`src/rtl/uart_pkg.sv`:
```
// Shared definitions for the UART receive framing logic: FSM state
// encodings and default parameter values for simulation and board builds.
package uart_pkg;

  typedef enum logic [2:0] {
    ST_HUNT    = 3'd0,
    ST_LEN     = 3'd1,
    ST_PAYLOAD = 3'd2,
    ST_CSUM    = 3'd3,
    ST_HOLD    = 3'd4
  } frame_state_t;

  localparam logic [7:0] SYNC_BYTE_DEF   = 8'h55;
  localparam int         BAUD_MULT_SIM   = 3;
  localparam int         BAUD_MULT_BOARD = 1666;

endpackage

```
`src/rtl/uart_frame_buf.sv`:
```
// Payload store for one framed packet: single synchronous write port,
// asynchronous read port for the downstream consumer.
module uart_frame_buf #(
  parameter int DEPTH = 16,
  parameter int AW    = 4
) (
  input  logic          i_clk,
  input  logic          i_we,
  input  logic [AW-1:0] i_waddr,
  input  logic [7:0]    i_wdata,
  input  logic [AW-1:0] i_raddr,
  output logic [7:0]    o_rdata
);

  logic [7:0] r_mem [DEPTH];

  // NOTE: storage is deliberately not reset; its contents are only
  // meaningful after a frame writes them, and a reset would cost a mux per bit.
  always_ff @(posedge i_clk) begin
    if (i_we) r_mem[i_waddr] <= i_wdata;
  end

  assign o_rdata = r_mem[i_raddr];

endmodule

```
`src/rtl/uart_rx_frame_ctrl.sv`:
```
// Consumes bytes from uart_rx with a valid/ready-pulse handshake and
// assembles SYNC, LEN, payload, XOR-checksum frames into a held packet.
module uart_rx_frame_ctrl
  import uart_pkg::*;
#(
  parameter int         BAUD_MULT    = BAUD_MULT_BOARD,
  parameter int         MAX_LEN      = 16,
  parameter logic [7:0] SYNC_BYTE    = SYNC_BYTE_DEF,
  parameter int         TIMEOUT_BITS = 40,
  localparam int        AW           = (MAX_LEN > 1) ? $clog2(MAX_LEN) : 1
) (
  input  logic          i_clk,
  input  logic          i_rst_n,
  input  logic [7:0]    i_rx_byte,
  input  logic          i_rx_valid,
  output logic          o_rx_ready,
  output logic          o_pkt_valid,
  output logic [7:0]    o_pkt_len,
  input  logic [AW-1:0] i_rd_addr,
  output logic [7:0]    o_rd_data,
  input  logic          i_pkt_ack,
  output logic          o_err_csum,
  output logic          o_err_len,
  output logic          o_err_timeout,
  output logic          o_busy
);

  localparam int         TO_LIMIT  = TIMEOUT_BITS * BAUD_MULT;
  localparam int         TO_W      = $clog2(TO_LIMIT + 1);
  localparam logic [7:0] MAX_LEN_B = 8'(MAX_LEN);

  frame_state_t    r_state, w_state_nxt;
  logic            r_rx_ready;
  logic [7:0]      r_len, r_csum, r_pkt_len;
  logic [AW-1:0]   r_idx;
  logic [TO_W-1:0] r_to_cnt;
  logic            r_pkt_valid, r_err_csum, r_err_len, r_err_to;

  logic w_consume, w_active, w_to_hit;
  logic w_len_load, w_buf_we, w_pkt_set, w_pkt_clr;
  logic w_err_csum, w_err_len, w_err_to;

  // The ready pulse itself blocks a second consume of the same held byte.
  assign w_consume = i_rx_valid && !r_rx_ready && (r_state != ST_HOLD);
  assign w_active  = (r_state == ST_LEN) || (r_state == ST_PAYLOAD) || (r_state == ST_CSUM);
  assign w_to_hit  = w_active && (r_to_cnt == TO_W'(TO_LIMIT - 1));

  // NOTE: every output of this block gets a default first, so no path
  // through the case statement can leave a signal unassigned (no latches).
  always_comb begin
    w_state_nxt = r_state;
    w_len_load  = 1'b0;
    w_buf_we    = 1'b0;
    w_pkt_set   = 1'b0;
    w_pkt_clr   = 1'b0;
    w_err_csum  = 1'b0;
    w_err_len   = 1'b0;
    w_err_to    = 1'b0;
    unique case (r_state)
      ST_HUNT: begin
        if (w_consume && (i_rx_byte == SYNC_BYTE)) w_state_nxt = ST_LEN;
      end
      ST_LEN: begin
        if (w_consume) begin
          w_len_load = 1'b1;
          if (i_rx_byte > MAX_LEN_B) begin
            w_err_len   = 1'b1;
            w_state_nxt = ST_HUNT;
          end else if (i_rx_byte == 8'd0) begin
            w_state_nxt = ST_CSUM;
          end else begin
            w_state_nxt = ST_PAYLOAD;
          end
        end else if (w_to_hit) begin
          w_err_to    = 1'b1;
          w_state_nxt = ST_HUNT;
        end
      end
      ST_PAYLOAD: begin
        if (w_consume) begin
          w_buf_we = 1'b1;
          if (8'(r_idx) == (r_len - 8'd1)) w_state_nxt = ST_CSUM;
        end else if (w_to_hit) begin
          w_err_to    = 1'b1;
          w_state_nxt = ST_HUNT;
        end
      end
      ST_CSUM: begin
        if (w_consume) begin
          if (i_rx_byte == r_csum) begin
            w_pkt_set   = 1'b1;
            w_state_nxt = ST_HOLD;
          end else begin
            w_err_csum  = 1'b1;
            w_state_nxt = ST_HUNT;
          end
        end else if (w_to_hit) begin
          w_err_to    = 1'b1;
          w_state_nxt = ST_HUNT;
        end
      end
      ST_HOLD: begin
        if (i_pkt_ack) begin
          w_pkt_clr   = 1'b1;
          w_state_nxt = ST_HUNT;
        end
      end
      default: w_state_nxt = ST_HUNT;
    endcase
  end

  // NOTE: sequential state uses non-blocking assignments so every register
  // samples the pre-edge values, independent of statement order.
  always_ff @(posedge i_clk or negedge i_rst_n) begin
    if (!i_rst_n) begin
      r_state <= ST_HUNT;
    end else begin
      r_state <= w_state_nxt;
    end
  end

  always_ff @(posedge i_clk or negedge i_rst_n) begin
    if (!i_rst_n) begin
      r_rx_ready  <= 1'b0;
      r_len       <= '0;
      r_csum      <= '0;
      r_idx       <= '0;
      r_to_cnt    <= '0;
      r_pkt_valid <= 1'b0;
      r_pkt_len   <= '0;
      r_err_csum  <= 1'b0;
      r_err_len   <= 1'b0;
      r_err_to    <= 1'b0;
    end else begin
      r_rx_ready <= w_consume;
      r_err_csum <= w_err_csum;
      r_err_len  <= w_err_len;
      r_err_to   <= w_err_to;

      if (w_len_load) begin
        r_len  <= i_rx_byte;
        r_csum <= i_rx_byte;
        r_idx  <= '0;
      end else if (w_buf_we) begin
        r_csum <= r_csum ^ i_rx_byte;
        r_idx  <= r_idx + 1'b1;
      end

      if (w_pkt_set) begin
        r_pkt_valid <= 1'b1;
        r_pkt_len   <= r_len;
      end else if (w_pkt_clr) begin
        r_pkt_valid <= 1'b0;
      end

      // Timer runs only while a frame is open and restarts on every byte.
      if (w_consume || !w_active) begin
        r_to_cnt <= '0;
      end else if (r_to_cnt != TO_W'(TO_LIMIT)) begin
        r_to_cnt <= r_to_cnt + 1'b1;
      end
    end
  end

  uart_frame_buf #(
    .DEPTH (MAX_LEN),
    .AW    (AW)
  ) u_buf (
    .i_clk   (i_clk),
    .i_we    (w_buf_we),
    .i_waddr (r_idx),
    .i_wdata (i_rx_byte),
    .i_raddr (i_rd_addr),
    .o_rdata (o_rd_data)
  );

  assign o_rx_ready    = r_rx_ready;
  assign o_pkt_valid   = r_pkt_valid;
  assign o_pkt_len     = r_pkt_len;
  assign o_err_csum    = r_err_csum;
  assign o_err_len     = r_err_len;
  assign o_err_timeout = r_err_to;
  assign o_busy        = (r_state != ST_HUNT);

endmodule
```
`config.mk`:
```
export PLATFORM = sky130hd
export DESIGN_NAME = uart_rx_frame_ctrl
export DESIGN_NICKNAME = d
export VERILOG_FILES = /design/src/rtl/uart_pkg.sv /design/src/rtl/uart_frame_buf.sv /design/src/rtl/uart_rx_frame_ctrl.sv
export SDC_FILE = /design/constraint.sdc
export NUM_CORES = 1
export LEC_CHECK = 0
export CAP_MARGIN = 20
export CORE_MARGIN = 2
export CORE_UTILIZATION = 30
export CTS_BUF_LIST = sky130_fd_sc_hd__clkbuf_8
export CTS_CLUSTER_SIZE = 40
export DETAILED_ROUTE_END_ITERATION = 12
export SLEW_MARGIN = 20
export SYNTH_ARGS = -nofsm -noshare
export SYNTH_HDL_FRONTEND = slang
export SYNTH_SLANG_ARGS = --single-unit
```
`constraint.sdc`:
```
create_clock -name i_clk -period 2.25 [get_ports i_clk]
set_clock_uncertainty 0.2 [all_clocks]
set_input_delay 0.3375 -clock i_clk [delete_from_list [all_inputs] [get_ports i_clk]]
set_output_delay 0.3375 -clock i_clk [all_outputs]
set_load 0.005 [all_outputs]
```
==> results of run 1 <==
==> power by group <==
part	internal [mW]	switching (mW)	total (mW)	leakage, nW
Combinational	0.690	0.748	1.44	1.31
Sequential	3.84	0.292	4.14	1.85
Clock	0.924	1.28	2.21	0.195
Total	5.46	2.32	7.78	3.35
==> logic make-up after synthesis <==
kind of cell	synth area share, %
buffers and inverters	2.07
and+or+nand+nor	9.81
AOI/OAI and AO/OA	3.95
xor gates and xnor gates	2.86
muxes	12.7
adders and majority gates	1.14
DFF	67.5
==> worst max-delay path: stages, from the launching register on <==
cell	delay (ns)
edfxtp_1	0.41
mux4_2	0.47
mux4_2	0.52
buf_2	0.15
==> routing by layer <==
layer	part of all wire, %	vias up
li1	-	2031
met5	0	-
met3	5.1	16
met2	49	138
met1	45	2349
met4	1.3	0
==> flip-flops by register name, summed over array words and instances, names as in the netlist <==
name           count
u_buf.r_mem      128
r_to_cnt          17
o_pkt_len          8
r_csum             8
r_len              8
r_idx              4
r_state            3
o_err_csum         1
o_err_len          1
o_err_timeout      1
o_pkt_valid        1
o_rx_ready         1
==> Yosys cell counts (2+ instances only) <==
cell type,n
a211oi_1,2
a21o_1,2
a21oi_1,16
a311oi_1,9
and2_1,17
and3_1,4
and4_1,3
buf_1,6
buf_2,6
buf_4,4
clkbuf_1,8
dfrtp_1,53
edfxtp_1,128
ha_1,7
inv_1,8
mux2_2,3
mux2_4,2
mux4_2,40
nand2_1,39
nand2b_1,4
nand3_1,10
nand4_1,8
nor2_1,30
nor3_1,8
nor3b_1,2
nor4_1,2
o21ai_0,14
or3_1,8
or4_1,2
xnor2_1,12
xor2_1,13
==> timing repair <==
| action | in CTS | in global routing |
|---|---|---|
| hold buffers | 1 | 0 |
| gates resized for setup | 34 | 6 |
| endpoints found under the setup margin | 9 | 25 |
| pin swaps | 0 | 0 |
| gates cloned | 1 | 0 |
| endpoints found under the hold margin | 53 | 0 |
==> how the worst min path moves through the flow <==
stage	startpoint	end
after floorplan	i_rst_n	o_err_csum
after global placement	o_pkt_valid	o_pkt_valid
after detailed placement	o_pkt_valid	o_pkt_valid
after CTS	i_pkt_ack	r_state[2]
after global routing	i_pkt_ack	r_state[2]
final	i_pkt_ack	r_state[2]
==> per-stage QoR <==
stage / setup WS, ns / instance area (sq um) / TNS (ns) / cells
4_1_cts: -0.304 / 9340 / -2.25 / 910
6_report: -0.287 / 9360 / -2.02 / 910
2_1_floorplan: 0.0379 / 7660 / 0 / 487
5_1_grt: -0.340 / 9360 / -2.56 / 910
3_5_place_dp: -0.683 / 8940 / -37.81 / 877
3_3_place_gp: -0.683 / 8940 / -31.50 / 877
==> layout make-up <==
class / instances / area, sq um
inverter: 8 / 30.0
timing repair buffer: 88 / 996
multi-input combinational: 272 / 2350
tap: 330 / 413
fill: 2370 / 15700
clock inverter: 14 / 169
sequential: 181 / 5170
clock buffer: 17 / 234
==> out/qor.csv, run 1 <==
metric,value,unit
status,"complete, but fails checks",
violations,setup timing,
ios,38,
hold_depth,2,
fmax,394,MHz
gr-usage-met1,19.3,%
gp_congestion,0.769,
ff2ff_path_depth,6,
crit_end,o_rd_data[2],
dieHeight,164,microns
cts_tree,yes,
finalNetCount,591,
ys_warn_count,0,
dr_total_vias,4534,
grt.overflow.total,0,
p_total,7.78,mW
crit_start,u_buf.r_mem[11][2],
postSynthAreaPerCell,15.7,sq um
synth_seq_cells,181,
crit_path_max_fanout,1,
root_buffer,clkbuf_8,
critical_path_arrival,2.00,ns
cellPowerDensity,831,nW/um^2
wire_per_inst,19.4,microns
end_kind,output port,
busiest_layer,met2,
clock_path_buffers,2,
hpwl,11600,microns
setup_violations,8,
post-route-drc-count,0,
start_util,30.5,%
ant_nets,0,
hold_viol,0,
chipWidth,164,microns
slew_headroom,53.6,%
setup_ws,-0.287,ns
io_buffers,37,
synth.largest_area_cell,edfxtp_1,
layout_commonest_cell,edfxtp_1,
synth_top_area_share,50.1,%
syn_to_final_growth,22.1,%
synth_nets,510,
routed_wirelength,17700,microns
dr.pass1.iters,4,
path_clk_slew,0.11,ns
seq_area_frac_synth,67.5,%
layout_common_cells,"edfxtp_1 (128), dfrtp_1 (53), mux4_2 (40)",
cp_data_required_time,1.71,ns
period_minus_slack,2.54,ns
reg2reg_slack,0.15,ns
syn_inst,487,
drv_cap,0,
synth-edff-count,128,
core_area,25100,sq um
crit_path_start_kind,flop,
clock-sinks,181,
synth_cell_type_count,48,
drtIter0Drc,502,
netlist_area,7660,sq um
r2r_end,u_buf.r_mem[4][2],
clk-insertion-delay-late,0.47,ns
grt_max_degree,54,
grt_first_pass_wirelength,27500,microns
drive_above_1_share,24.7,%
reg2reg_from,o_rx_ready,
postCtsSetupBuffers,0,
tightest_slew,0.696,ns
drv_slew,0,
met2_usage,22.6,%
grt_usage,14.0,%
synth_area_leaders,"edfxtp_1 (50%), dfrtp_1 (17%), mux4_2 (12%)",
cts_buffers,17,
p_leak,3.35,nW
grt_pass1_vias,4628,
rsz0062_at_grt,yes,
async_flop_share,29.3,%
peakVddDrop,0.348,mV
rows,58,
worstSetupPathType,reg -> out,
met3_usage,2.70,%
synth_ff_type,edfxtp_1,
fin_util,37.3,%
diodes,0,
post-route-period-util,113,%
whs,0.250,ns
htreeDepth,4,
dieArea,26800,sq um
viasPerCell,4.98,
antenna_found_initial,0,
hold_class,in -> reg,
Power figures use the tool's default switching activity.
==> inputs of run 2 (changes only) <==
SKIP_CTS_REPAIR_TIMING = 1   (was unset)
==> out/qor.csv, run 2 (synthesized netlist as in run 1, its figures left out) <==
metric,value,unit
crit_path_top_delay_cell,mux4_2,
grt.overflow.total,0,
crit_path_max_fanout,1,
critical_path_arrival,1.97,ns
fmax,398,MHz
post-route-drc-count,0,
layout_commonest_cell,edfxtp_1,
cts_tree,yes,
antenna_found_initial,0,
cellPowerDensity,830,nW/um^2
finalNetCount,591,
io_buffers,37,
setup_violations,8,
hpwl,11600,microns
crit_family,multiplexers,
slew_headroom,53.7,%
cpPeakStageDelay,0.51,ns
dieArea,26800,sq um
drtIter0Drc,411,
worstSetupPathType,reg -> out,
root_buffer,clkbuf_8,
tightest_slew,0.695,ns
p_leak,3.36,nW
cp_data_required_time,1.71,ns
end_kind,output port,
rsz0062_at_grt,yes,
chipWidth,164,microns
violations,setup timing,
cts_buffers,17,
layout_common_cells,"edfxtp_1 (128), dfrtp_1 (53), mux4_2 (40)",
grt_usage,13.8,%
hold_viol,0,
drv_slew,0,
dpl_cell_area,8940,sq um
clk-insertion-delay-late,0.46,ns
ios,38,
hold_class,in -> reg,
peakVddDrop,0.351,mV
viasPerCell,4.97,
largest_register,u_buf.r_mem,
crit_path_start_kind,flop,
syn_to_final_growth,22.0,%
finalInstanceArea,9350,sq um
dr_total_vias,4521,
start_util,30.5,%
diodes,0,
dieHeight,164,microns
drive_above_1_share,24.5,%
p_total,7.76,mW
grt_first_pass_wirelength,27400,microns
grt_max_degree,54,
routed_wirelength,17700,microns
period_minus_slack,2.51,ns
gp_congestion,0.769,
path_clk_slew,0.10,ns
critPathBufInv,1,
post-route-period-util,112,%
htreeDepth,4,
ant_nets,0,
whs,0.256,ns
largest_register_ffs,128,
drv_cap,0,
wire_per_inst,19.5,microns
dr.pass1.iters,4,
setup_tns,-1.89,ns
core_area,25100,sq um
reg.largest.list,"u_buf.r_mem: 128 flops, r_to_cnt: 17 flops",
grt_pass1_vias,4626,
dp_slack,-0.683,ns
clock-sinks,181,
rows,58,
status,"complete, but fails checks",
setup_ws,-0.261,ns
crit_chain,mux4_2 > mux4_2 > clkbuf_2,
clock_path_buffers,2,
path_common_cell,mux4_2,
run 2: cell type report:
cell class / count / area [sq um]
Clock buffer: 17 / 234
Clock inverter: 14 / 169
Fill cell: 2370 / 15800
Inverter: 8 / 30.0
Multi-Input combinational cell: 272 / 2340
Sequential cell: 181 / 5170
Tap cell: 330 / 413
Timing Repair Buffer: 88 / 991
run 2: final timing paths:
path,slack (ns),to,depth (start not counted),from
worst max-delay path,-0.26,o_rd_data[2],3,u_buf.r_mem[11][2]
worst min-delay path,0.26,r_state[2],2,i_pkt_ack
worst max register to register,0.14,u_buf.r_mem[4][2],6,o_rx_ready
worst min register to register,0.29,o_pkt_valid,2,o_pkt_valid
max in group asynchronous,1.06,r_csum[6],3,i_rst_n
min in group asynchronous,0.33,o_err_timeout,3,i_rst_n
run 2: stage by stage:
stage,util (%),cells
floorplan,-,487
global placement,35.6,877
detailed placement,35.6,877
CTS,37.2,908
global route,37.2,910
finish,37.2,910
run 2: routing by layer:
layer  track usage, %  up-vias  wire [microns]
met4             3.87        0             213
met3             2.70       15             903
met5                0        -               0
met2             22.3      149            8550
met1             19.2     2330            8070
li1                 -     2027               -
run 2: report_power, final:
part | leakage, nW | switching, mW | internal, mW
logic | 1.31 | 0.747 | 0.678
registers | 1.85 | 0.289 | 3.84
clock network | 0.195 | 1.28 | 0.925
total | 3.36 | 2.31 | 5.45
